### config.mk
export PLATFORM = sky130hd
export DESIGN_NAME = radar_window_rx_flat
export DESIGN_NICKNAME = d
export VERILOG_FILES = /design/src/rtl/radar_pkg.sv /design/src/rtl/radar_window_rx_if.sv /design/src/rtl/radar_pixel_fifo.sv /design/src/rtl/radar_window_rx.sv /design/src/flat_wrapper.sv
export SDC_FILE = /design/constraint.sdc
export NUM_CORES = 1
export LEC_CHECK = 0
export BUFFER_PORTS_ARGS = -buffer_cell sky130_fd_sc_hd__buf_2
export CORE_ASPECT_RATIO = 0.8
export CORE_MARGIN = 1
export CORE_UTILIZATION = 62
export DETAILED_ROUTE_END_ITERATION = 10
export PLACE_DENSITY = 0.89
export SLEW_MARGIN = 5
export SYNTH_ARGS = -nofsm -noshare
export SYNTH_HDL_FRONTEND = slang
export SYNTH_SLANG_ARGS = --single-unit
export TNS_END_PERCENT = 100
### constraint.sdc
create_clock -name clk -period 11.45 [get_ports clk]
set_clock_uncertainty 0.15 [all_clocks]
set_input_delay 1.145 -clock clk [delete_from_list [all_inputs] [get_ports clk]]
set_output_delay 1.145 -clock clk [all_outputs]
set_load 0.05 [all_outputs]
### src/rtl/radar_pkg.sv
// Shared types and default widths for the radar pixel-window reader/receiver pair.
package radar_pkg;

  localparam int RADAR_ROW_W = 8;
  localparam int RADAR_COL_W = 8;
  localparam int RADAR_CH_W  = 4;
  localparam int RADAR_PIX_W = 16;

  typedef enum logic [1:0] {
    ST_IDLE,
    ST_ISSUE,
    ST_RECV,
    ST_DONE
  } rx_state_t;

  typedef struct packed {
    logic range;
    logic len;
    logic ovf;
    logic timeout;
  } rx_status_t;

endpackage

### src/rtl/radar_window_rx_if.sv
// Buffered pixel output stream (valid/ready with end-of-frame marker).
interface radar_window_rx_if #(
  parameter int PIX_W = 16
);
  logic             m_valid;
  logic             m_ready;
  logic [PIX_W-1:0] m_data;
  logic             m_last;

  modport master (output m_valid, output m_data, output m_last, input m_ready);
  modport slave  (input m_valid, input m_data, input m_last, output m_ready);
endinterface

### src/rtl/radar_pixel_fifo.sv
// Synchronous first-word-fall-through FIFO; read data reads as zero while empty.
module radar_pixel_fifo #(
  parameter int WIDTH = 17,
  parameter int DEPTH = 16
) (
  input  logic             clk,
  input  logic             rst,
  input  logic             wr_en,
  input  logic [WIDTH-1:0] wr_data,
  input  logic             rd_en,
  output logic [WIDTH-1:0] rd_data,
  output logic             full,
  output logic             empty
);
  localparam int AW = $clog2(DEPTH);

  logic [WIDTH-1:0] mem [DEPTH];
  logic [AW:0]      wr_ptr;
  logic [AW:0]      rd_ptr;
  logic             do_wr;
  logic             do_rd;

  assign empty   = (wr_ptr == rd_ptr);
  assign full    = (wr_ptr[AW] != rd_ptr[AW]) && (wr_ptr[AW-1:0] == rd_ptr[AW-1:0]);
  assign do_rd   = rd_en && !empty;
  // A write while full is accepted only when the head is leaving in the same cycle.
  assign do_wr   = wr_en && (!full || do_rd);
  assign rd_data = empty ? '0 : mem[rd_ptr[AW-1:0]];

  always_ff @(posedge clk) begin
    if (rst) begin
      wr_ptr <= '0;
      rd_ptr <= '0;
    end else begin
      if (do_wr) wr_ptr <= wr_ptr + (AW+1)'(1);
      if (do_rd) rd_ptr <= rd_ptr + (AW+1)'(1);
    end
  end

  always_ff @(posedge clk) begin
    if (do_wr) mem[wr_ptr[AW-1:0]] <= wr_data;
  end

endmodule

### src/rtl/radar_window_rx.sv
// Issues a pixel-window command to the reader, buffers the returned frame and reports status.
module radar_window_rx
  import radar_pkg::*;
#(
  parameter int ROW_W      = RADAR_ROW_W,
  parameter int COL_W      = RADAR_COL_W,
  parameter int CH_W       = RADAR_CH_W,
  parameter int PIX_W      = RADAR_PIX_W,
  parameter int FIFO_DEPTH = 16,
  parameter int TIMEOUT    = 1024
) (
  input  logic               clk,
  input  logic               rst,
  input  logic               cmd_valid,
  output logic               cmd_ready,
  input  logic [ROW_W-1:0]   cmd_row1,
  input  logic [ROW_W-1:0]   cmd_row2,
  input  logic [COL_W-1:0]   cmd_col1,
  input  logic [COL_W-1:0]   cmd_col2,
  input  logic [CH_W-1:0]    cmd_channel,
  output logic [ROW_W-1:0]   row_idx1,
  output logic [ROW_W-1:0]   row_idx2,
  output logic [COL_W-1:0]   col_idx1,
  output logic [COL_W-1:0]   col_idx2,
  output logic [CH_W-1:0]    channel_num,
  input  logic               data_start,
  input  logic               data_end,
  input  logic [PIX_W-1:0]   pixel_in,
  radar_window_rx_if.master  m,
  output logic               busy,
  output logic               done,
  output logic               err_range,
  output logic               err_len,
  output logic               err_ovf,
  output logic               err_timeout
);
  localparam int CNT_W = ROW_W + COL_W + 1;
  localparam int TMR_W = $clog2(TIMEOUT + 1);

  rx_state_t        state;
  rx_status_t       status;
  logic [TMR_W-1:0] timer;
  logic [CNT_W-1:0] count;
  logic [CNT_W-1:0] count_nxt;
  logic [CNT_W-1:0] expected;
  logic [CNT_W-1:0] win_rows;
  logic [CNT_W-1:0] win_cols;
  logic             accept;
  logic             bad_range;
  logic             capture;
  logic             fifo_full;
  logic             fifo_empty;
  logic             fifo_pop;
  logic [PIX_W:0]   fifo_rd;

  assign cmd_ready = (state == ST_IDLE) && !rst;
  assign accept    = cmd_valid && cmd_ready;
  assign bad_range = (cmd_row2 < cmd_row1) || (cmd_col2 < cmd_col1);
  assign win_rows  = CNT_W'(cmd_row2 - cmd_row1) + CNT_W'(1);
  assign win_cols  = CNT_W'(cmd_col2 - cmd_col1) + CNT_W'(1);

  // Reader streams gap-free from data_start through data_end, so every RECV cycle carries a pixel.
  assign capture   = ((state == ST_ISSUE) && data_start) || (state == ST_RECV);
  assign count_nxt = (&count) ? count : count + CNT_W'(1);
  assign fifo_pop  = m.m_valid && m.m_ready;

  assign busy        = (state != ST_IDLE);
  assign done        = (state == ST_DONE);
  assign err_range   = status.range;
  assign err_len     = status.len;
  assign err_ovf     = status.ovf;
  assign err_timeout = status.timeout;

  assign m.m_valid = !fifo_empty;
  assign m.m_data  = fifo_rd[PIX_W-1:0];
  assign m.m_last  = fifo_rd[PIX_W];

  radar_pixel_fifo #(
    .WIDTH (PIX_W + 1),
    .DEPTH (FIFO_DEPTH)
  ) u_fifo (
    .clk     (clk),
    .rst     (rst),
    .wr_en   (capture),
    .wr_data ({data_end, pixel_in}),
    .rd_en   (fifo_pop),
    .rd_data (fifo_rd),
    .full    (fifo_full),
    .empty   (fifo_empty)
  );

  always_ff @(posedge clk) begin
    if (rst) begin
      state       <= ST_IDLE;
      status      <= '0;
      timer       <= '0;
      count       <= '0;
      expected    <= '0;
      row_idx1    <= '0;
      row_idx2    <= '0;
      col_idx1    <= '0;
      col_idx2    <= '0;
      channel_num <= '0;
    end else begin
      case (state)
        ST_IDLE: begin
          if (accept) begin
            if (bad_range) begin
              status       <= '0;
              status.range <= 1'b1;
              state        <= ST_DONE;
            end else begin
              row_idx1    <= cmd_row1;
              row_idx2    <= cmd_row2;
              col_idx1    <= cmd_col1;
              col_idx2    <= cmd_col2;
              channel_num <= cmd_channel;
              expected    <= win_rows * win_cols;
              status      <= '0;
              timer       <= '0;
              count       <= '0;
              state       <= ST_ISSUE;
            end
          end
        end
        ST_ISSUE: begin
          timer <= timer + TMR_W'(1);
          if (data_start) begin
            count <= count_nxt;
            if (data_end) begin
              status.len <= (count_nxt != expected);
              state      <= ST_DONE;
            end else begin
              state <= ST_RECV;
            end
          end else if (timer == TMR_W'(TIMEOUT - 1)) begin
            status.timeout <= 1'b1;
            state          <= ST_DONE;
          end
        end
        ST_RECV: begin
          count <= count_nxt;
          if (data_end) begin
            status.len <= (count_nxt != expected);
            state      <= ST_DONE;
          end
        end
        default: state <= ST_IDLE;
      endcase
      if (capture && fifo_full && !fifo_pop) status.ovf <= 1'b1;
    end
  end

endmodule

### src/flat_wrapper.sv
// flat-port wrapper written by rule: the top's interface ports become plain ports
module radar_window_rx_flat import radar_pkg::*;
#(
  parameter int ROW_W      = RADAR_ROW_W,
  parameter int COL_W      = RADAR_COL_W,
  parameter int CH_W       = RADAR_CH_W,
  parameter int PIX_W      = RADAR_PIX_W,
  parameter int FIFO_DEPTH = 16,
  parameter int TIMEOUT    = 1024
)
  (clk, rst, cmd_valid, cmd_ready, cmd_row1, cmd_row2, cmd_col1, cmd_col2, cmd_channel, row_idx1, row_idx2, col_idx1, col_idx2, channel_num, data_start, data_end, pixel_in, busy, done, err_range, err_len, err_ovf, err_timeout, m_m_valid, m_m_data, m_m_last, m_m_ready);
  radar_window_rx_if #(.PIX_W(PIX_W)) m_i ();
  input  logic clk;
  input  logic rst;
  input  logic cmd_valid;
  output logic cmd_ready;
  input  logic [ROW_W-1:0] cmd_row1;
  input  logic [ROW_W-1:0] cmd_row2;
  input  logic [COL_W-1:0] cmd_col1;
  input  logic [COL_W-1:0] cmd_col2;
  input  logic [CH_W-1:0] cmd_channel;
  output logic [ROW_W-1:0] row_idx1;
  output logic [ROW_W-1:0] row_idx2;
  output logic [COL_W-1:0] col_idx1;
  output logic [COL_W-1:0] col_idx2;
  output logic [CH_W-1:0] channel_num;
  input  logic data_start;
  input  logic data_end;
  input  logic [PIX_W-1:0] pixel_in;
  output logic busy;
  output logic done;
  output logic err_range;
  output logic err_len;
  output logic err_ovf;
  output logic err_timeout;
  output wire logic [$bits(m_i.m_valid)-1:0] m_m_valid;
  output wire logic [$bits(m_i.m_data)-1:0] m_m_data;
  output wire logic [$bits(m_i.m_last)-1:0] m_m_last;
  input wire logic [$bits(m_i.m_ready)-1:0] m_m_ready;
  assign m_m_valid = m_i.m_valid;
  assign m_m_data = m_i.m_data;
  assign m_m_last = m_i.m_last;
  assign m_i.m_ready = m_m_ready;
  radar_window_rx #(.ROW_W(ROW_W), .COL_W(COL_W), .CH_W(CH_W), .PIX_W(PIX_W), .FIFO_DEPTH(FIFO_DEPTH), .TIMEOUT(TIMEOUT)) u_core (.clk(clk), .rst(rst), .cmd_valid(cmd_valid), .cmd_ready(cmd_ready), .cmd_row1(cmd_row1), .cmd_row2(cmd_row2), .cmd_col1(cmd_col1), .cmd_col2(cmd_col2), .cmd_channel(cmd_channel), .row_idx1(row_idx1), .row_idx2(row_idx2), .col_idx1(col_idx1), .col_idx2(col_idx2), .channel_num(channel_num), .data_start(data_start), .data_end(data_end), .pixel_in(pixel_in), .m(m_i), .busy(busy), .done(done), .err_range(err_range), .err_len(err_len), .err_ovf(err_ovf), .err_timeout(err_timeout));
endmodule
Word level (Yosys, flattened, before mapping)
Memory sizes are Yosys's and may differ from the RTL's. A register that Yosys moved wholly into a read port is not among the register bits.
Index checks and enable logic that the tools add are counted.
{"block": "totals", "mem_bits_rw": 272, "memories": 1, "regBits": 97, "elab_cells": 104}
{"block": "classes", "n_reduce_logical": 31, "add_sub_neg": 8, "multipliers": 1, "n_bitwise": 1, "magnitude_cmp": 2, "eq_ne": 15, "n_mux": 30}
{"name": "u_core.u_fifo.mem", "depth": 16, "width": 17, "read_ports": 1, "rd_clocked_by_memory_dff": 1, "wr": 1, "line": "radar_pixel_fifo.sv:17", "source": "logic [WIDTH-1:0] mem [DEPTH];"}
{"op": "$mux 17", "count": 5}
{"op": "$add 17x1->17 const B", "count": 3}
{"op": "$pmux 17 s3", "count": 1}
{"op": "$mux 11", "count": 2}
{"op": "$pmux 11 s2", "count": 1}
{"op": "$sub 8x8->9", "count": 2}
{"op": "$mul 17x17->17", "count": 1}
{"op": "$ne 17x17->1", "count": 1}
{"op": "$reduce_and 17->1", "count": 1}
{"op": "$lt 8x8->1", "count": 2}
{"op": "$mux 4", "count": 3}
{"op": "$reduce_and 3->1", "count": 4}
{"op": "$add 11x1->11 const B", "count": 1}
{"op": "$eq 11x10->1 const B", "count": 1}
{"op": "$add 5x1->5 const B", "count": 2}
{"op": "$mux 2", "count": 5}
{"op": "$ne 2x2->1 const B", "count": 5}
{"op": "$logic_and 1x1->1", "count": 9}
{"op": "$mux 1", "count": 9}
{"op": "$reduce_and 4->1", "count": 2}
{"op": "$reduce_bool 2->1", "count": 4}
{"op": "$pmux 2 s3", "count": 1}
{"op": "$eq 5x5->1", "count": 1}
{"op": "$eq 2x2->1 const B", "count": 2}
{"op": "other kinds (14)", "count": 20}

Longest topological paths before layout
{"block": "depth", "depth_word": 8, "ltp_mapped": 32}

Hierarchy
From an unflattened synthesis, not the netlist that was laid out.
{"block": "hier_totals", "cells_unflattened": 1568, "area_unflattened_um2": 19426.1}
{"mod": "radar_pixel_fifo", "area_per_inst_um2": 10950.5, "n_inst": 1, "cells_per_inst": 508}
{"mod": "radar_window_rx", "area_per_inst_um2": 8475.6, "n_inst": 1, "cells_per_inst": 1060}

Worst setup path before layout
OpenSTA, ideal clock, no wires.
{"block": "synth_timing", "path_type": "input-to-reg", "from": "input port cmd_col2[0]", "to": "register u_core.expected[16]", "stages": 29, "t_required_ns": 11.221, "slack_ns": 2.869, "n_path_buf": 1, "t_arrival_ns": 8.351, "setup_time_ns": 0.079, "cell_sequence": "inv_1 ha_1 inv_1 fa_1 a211o_1 a2111oi_2 nand3b_2 nand3b_2 or3_1 ha_1 clkbuf_1 nand2b_1 fa_1 fa_1 inv_1 fa_1 fa_1 inv_1 fa_1 fa_1 xnor2_1 xnor2_1 xnor2_1 xnor2_1 xnor2_1 xnor2_1 xnor3_1 xor3_1 a211oi_2"}
{"block": "synth_via", "elab_chain_len": 4}
{"element": "start, declared", "line": "flat_wrapper.sv:20", "source": "input logic [COL_W-1:0] cmd_col2;"}
{"element": "branches (longest 4 deep; another with $add 17x1->17)"}
{"element": "end signal, assigned", "line": "radar_window_rx.sv:118", "source": "expected <= win_rows * win_cols;"}
{"element": "end, declared", "line": "radar_window_rx.sv:45", "source": "logic [CNT_W-1:0] expected;"}
Several ways; the timed one is not identified.
A chain may end at the register's enable or synchronous reset.

Worst setup path in the final report
{"block": "layout_timing", "from": "input port cmd_row1[0]", "to": "register u_core.expected[16]"}
{"block": "layout_via", "elab_chain_len": 4}
{"element": "start, declared", "line": "flat_wrapper.sv:17", "source": "input logic [ROW_W-1:0] cmd_row1;"}
{"element": "branches (longest 4 deep; another with $add 17x1->17)"}
Several ways; the timed one is not identified.

==> flow_summary_export.csv <==
group,metric,value,unit
worst_setup_path,path_class,"in -> reg",
finish,drive_above_1_share,16.1,%
global_routing,grtUsageTotal,33.7,%
global_routing,grt-ovfl-total,0,
sta,tns,0,ns
run_status,status,"finished clean",
die,die_w,206,µm
clock_network,clkTransAtPathRegs,0.06,ns
sta,finalCritPeriodShare,76.5,%
routing,viasPerCell,6.44,
sta,worstMarginPinSlew,1.22,ns
worst_setup_path,reg2reg_depth,10,
worst_setup_path,r2r_start,"u_core.count[0]",
global_routing,grt_pass1_vias,14400,
clock_network,cts_setup_buffers,0,
clock_network,cts-root-buf,"clkbuf_16",
worst_setup_path,end_kind,"register",
die,die-area,34000,µm²
finish,syn_to_final_growth,11.1,%
yosys,ys.flop_type,"edfxtp_1",
routing,dr_total_vias,14700,
routing,drt-wirelength-per-cell,24.6,µm
worst_setup_path,cp_data_required_time,11.77,ns
job,maxCapViolCount,0,
yosys,ys_ff_latch,373,
clock_network,insertion_delay,0.55,ns
worst_setup_path,cp-startpoint,"cmd_row1[0]",
sta,fmax,114,MHz
yosys,seq_area_frac_synth,49.4,%
yosys,synth_top_area_share,39.6,%
global_routing,grt_pass1_wl,84500,µm
routing,ant_nets,0,
clock_network,cts_made_buffers,37,
routing,routed_wl,56300,µm
routing,drt_iter0_drc,2353,
clock_network,cts-htree-levels,2,
worst_setup_path,path_common_cell,"fa_1",
clock_network,clock_sinks,373,
sta,rsz0062_at_grt,"no",
global_routing,grt_use_met1,44.2,%
yosys,synth_cell_types,68,
die,fp-row-count,59,
worst_setup_path,startpoint_type,"primary input",
worst_setup_path,reg2reg_setup_slack,8.09,ns
hold_path,hold_path_class,"reg -> reg",
place,routabilityCongestion,0.932,
sta,finalHoldViolations,0,
yosys,synth.avg_cell_area,11.9,µm²
yosys,yosys_warnings,0,
routing,drc_errors,0,
yosys,synth_area_leaders,"edfxtp_1 40%, dfxtp_1 9.8%, fa_1 9.3%, mux4_2 7.4%, ha_1 5.1%",
yosys,syn_inst,1730,
sta,relSlewSlack,17.8,%
worst_setup_path,worstPathArrival,9.08,ns
yosys,yosysMostFrequentCell,"edfxtp_1",
die,start_util,63.2,%
clock_network,ctsHoldBuffers,0,
die,ios,119,
yosys,synth-edff-count,272,
finish,fin_nets,2072,
place,dpl.hpwl,35500,µm
clock_network,cts-resized-gates,0,
yosys,ys_async_sr_fraction,0,%
finish,n_fill_cell,2062,
worst_setup_path,r2r_end,"u_core.err_len",
worst_setup_path,worstPathMaxFanout,5,
worst_setup_path,crit_slowest_cell,"o21ai_0",
global_routing,grt_max_degree,95,
yosys,yosys.area.top_type,"edfxtp_1",
routing,dr.pass1.iters,6,
yosys,syn-num-nets,1968,
sta,drv_slew,0,
global_routing,globalRouteMet2Util,53.8,%
die,die_h,165,µm
sta,setup_viol_count_final,0,
yosys,yosys-top-cells-count,"272 x edfxtp_1, 208 x nand2_1, 196 x inv_1, 120 x nor2_1, 101 x dfxtp_1",
worst_setup_path,endpoint,"u_core.expected[16]",
global_routing,antenna_found_initial,5,
clock_network,cts_tree,"yes",
global_routing,grt.busiest_layer,"met2",
worst_setup_path,max_stage_delay,0.54,ns
die,core-area,32600,µm²
clock_network,clk_path_buf_depth,3,
global_routing,use_met3,8.34,%
place,port_buffers,118,
yosys,syn_area,20600,µm²
sta,finalCriticalPeriod,8.76,ns
how the worst min path moves through the flow:
stage	start	to	slack, ns	cells after the start
floorplan	u_core.expected[7]	u_core.expected[7]	0.29	2
global placement	u_core.channel_num[2]	u_core.channel_num[2]	0.29	2
detailed placement	u_core.col_idx2[5]	u_core.col_idx2[5]	0.29	2
CTS	u_core.col_idx2[5]	u_core.col_idx2[5]	0.30	2
global route	u_core.col_idx1[5]	u_core.col_idx1[5]	0.33	2
finish	u_core.col_idx2[5]	u_core.col_idx2[5]	0.30	2
cell usage in the layout (no fill, tap or decap), types with 5 or more instances in the layout:
cell type,synthesis,layout
or3_1,17,17
ha_1,84,84
xnor3_1,5,5
clkbuf_16,0,37
buf_2,3,117
nand4_1,18,18
nand2_1,208,208
nor3_1,16,12
fa_1,96,96
o21a_1,5,5
o21ai_1,6,6
xnor2_1,67,67
a21oi_1,95,95
buf_4,1,25
inv_1,196,196
mux4_2,68,68
dfxtp_1,101,98
a211oi_1,41,41
clkinv_1,2,7
xor2_1,31,31
and3_1,15,14
nor2_2,0,12
edfxtp_1,272,272
mux2i_1,20,20
nor2b_1,29,29
bufinv_16,0,5
o21ai_0,21,21
and2_1,5,5
nand3_1,25,24
nand2b_1,20,20
nor2_1,120,108
clkbuf_1,63,9
through the flow:
stage | hold WS, ns | instance area [µm²] | util (%) | setup WS [ns] | std cells
finish | 0.302 | 22900 | 70.2 | 2.69 | 2289
global route | 0.331 | 22900 | 70.2 | 2.24 | 2287
CTS | 0.302 | 22900 | 70.2 | 2.77 | 2287
detailed placement | 0.294 | 21700 | 66.5 | 2.21 | 2222
global placement | 0.289 | 21700 | 66.5 | 2.43 | 2222
floorplan | 0.294 | 20600 | - | 2.87 | 1730
kinds of logic after synthesis:
logic type | share of synthesized area [%]
compound gates | 6.85
fa+ha+maj | 14.4
buf+inv | 5.04
xor+xnor | 5.10
simple gates | 10.7
flops | 49.4
mux | 8.40
state kept, by name, indices dropped and copies added (netlist names), 2 cells and up, named ones only:
register and flops:
u_core.count 17, u_core.expected 17, u_core.col_idx2 8, u_core.state 2, u_core.u_fifo.rd_ptr 5, u_core.u_fifo.wr_ptr 5, u_core.timer 11, u_core.row_idx2 8
u_core.row_idx1 8, u_core.col_idx1 8, u_core.u_fifo.mem 272, u_core.channel_num 4
cell type report:
type	count	area (µm²)	share of cell area [%]
inverter	198	743	3.25
multi-input combinational	1082	9440	41.2
timing repair buffer	142	773	3.38
tap	427	534	2.33
clock inverter	19	251	1.10
antenna	2	5.00	0.0219
sequential	373	10200	44.5
clock buffer	46	960	4.19
critical path: cells and delay by family:
family | cells | cell delay, ns
adders and majority gates | 8 | 3.59
AOI/OAI and AO/OA | 4 | 1.32
xor gates and xnor gates | 8 | 1.77
buffers and inverters | 4 | 0.33
and+or+nand+nor | 4 | 0.92
layer usage:
layer	vias up	wire, µm
met4	8	2780
li1	6211	-
met2	1139	25900
met1	7130	21000
met5	-	52
met3	248	6560
Power is left out: the tool's default activity adds up to more than one toggle a clock period on the data nets, which glitch-free logic cannot reach.
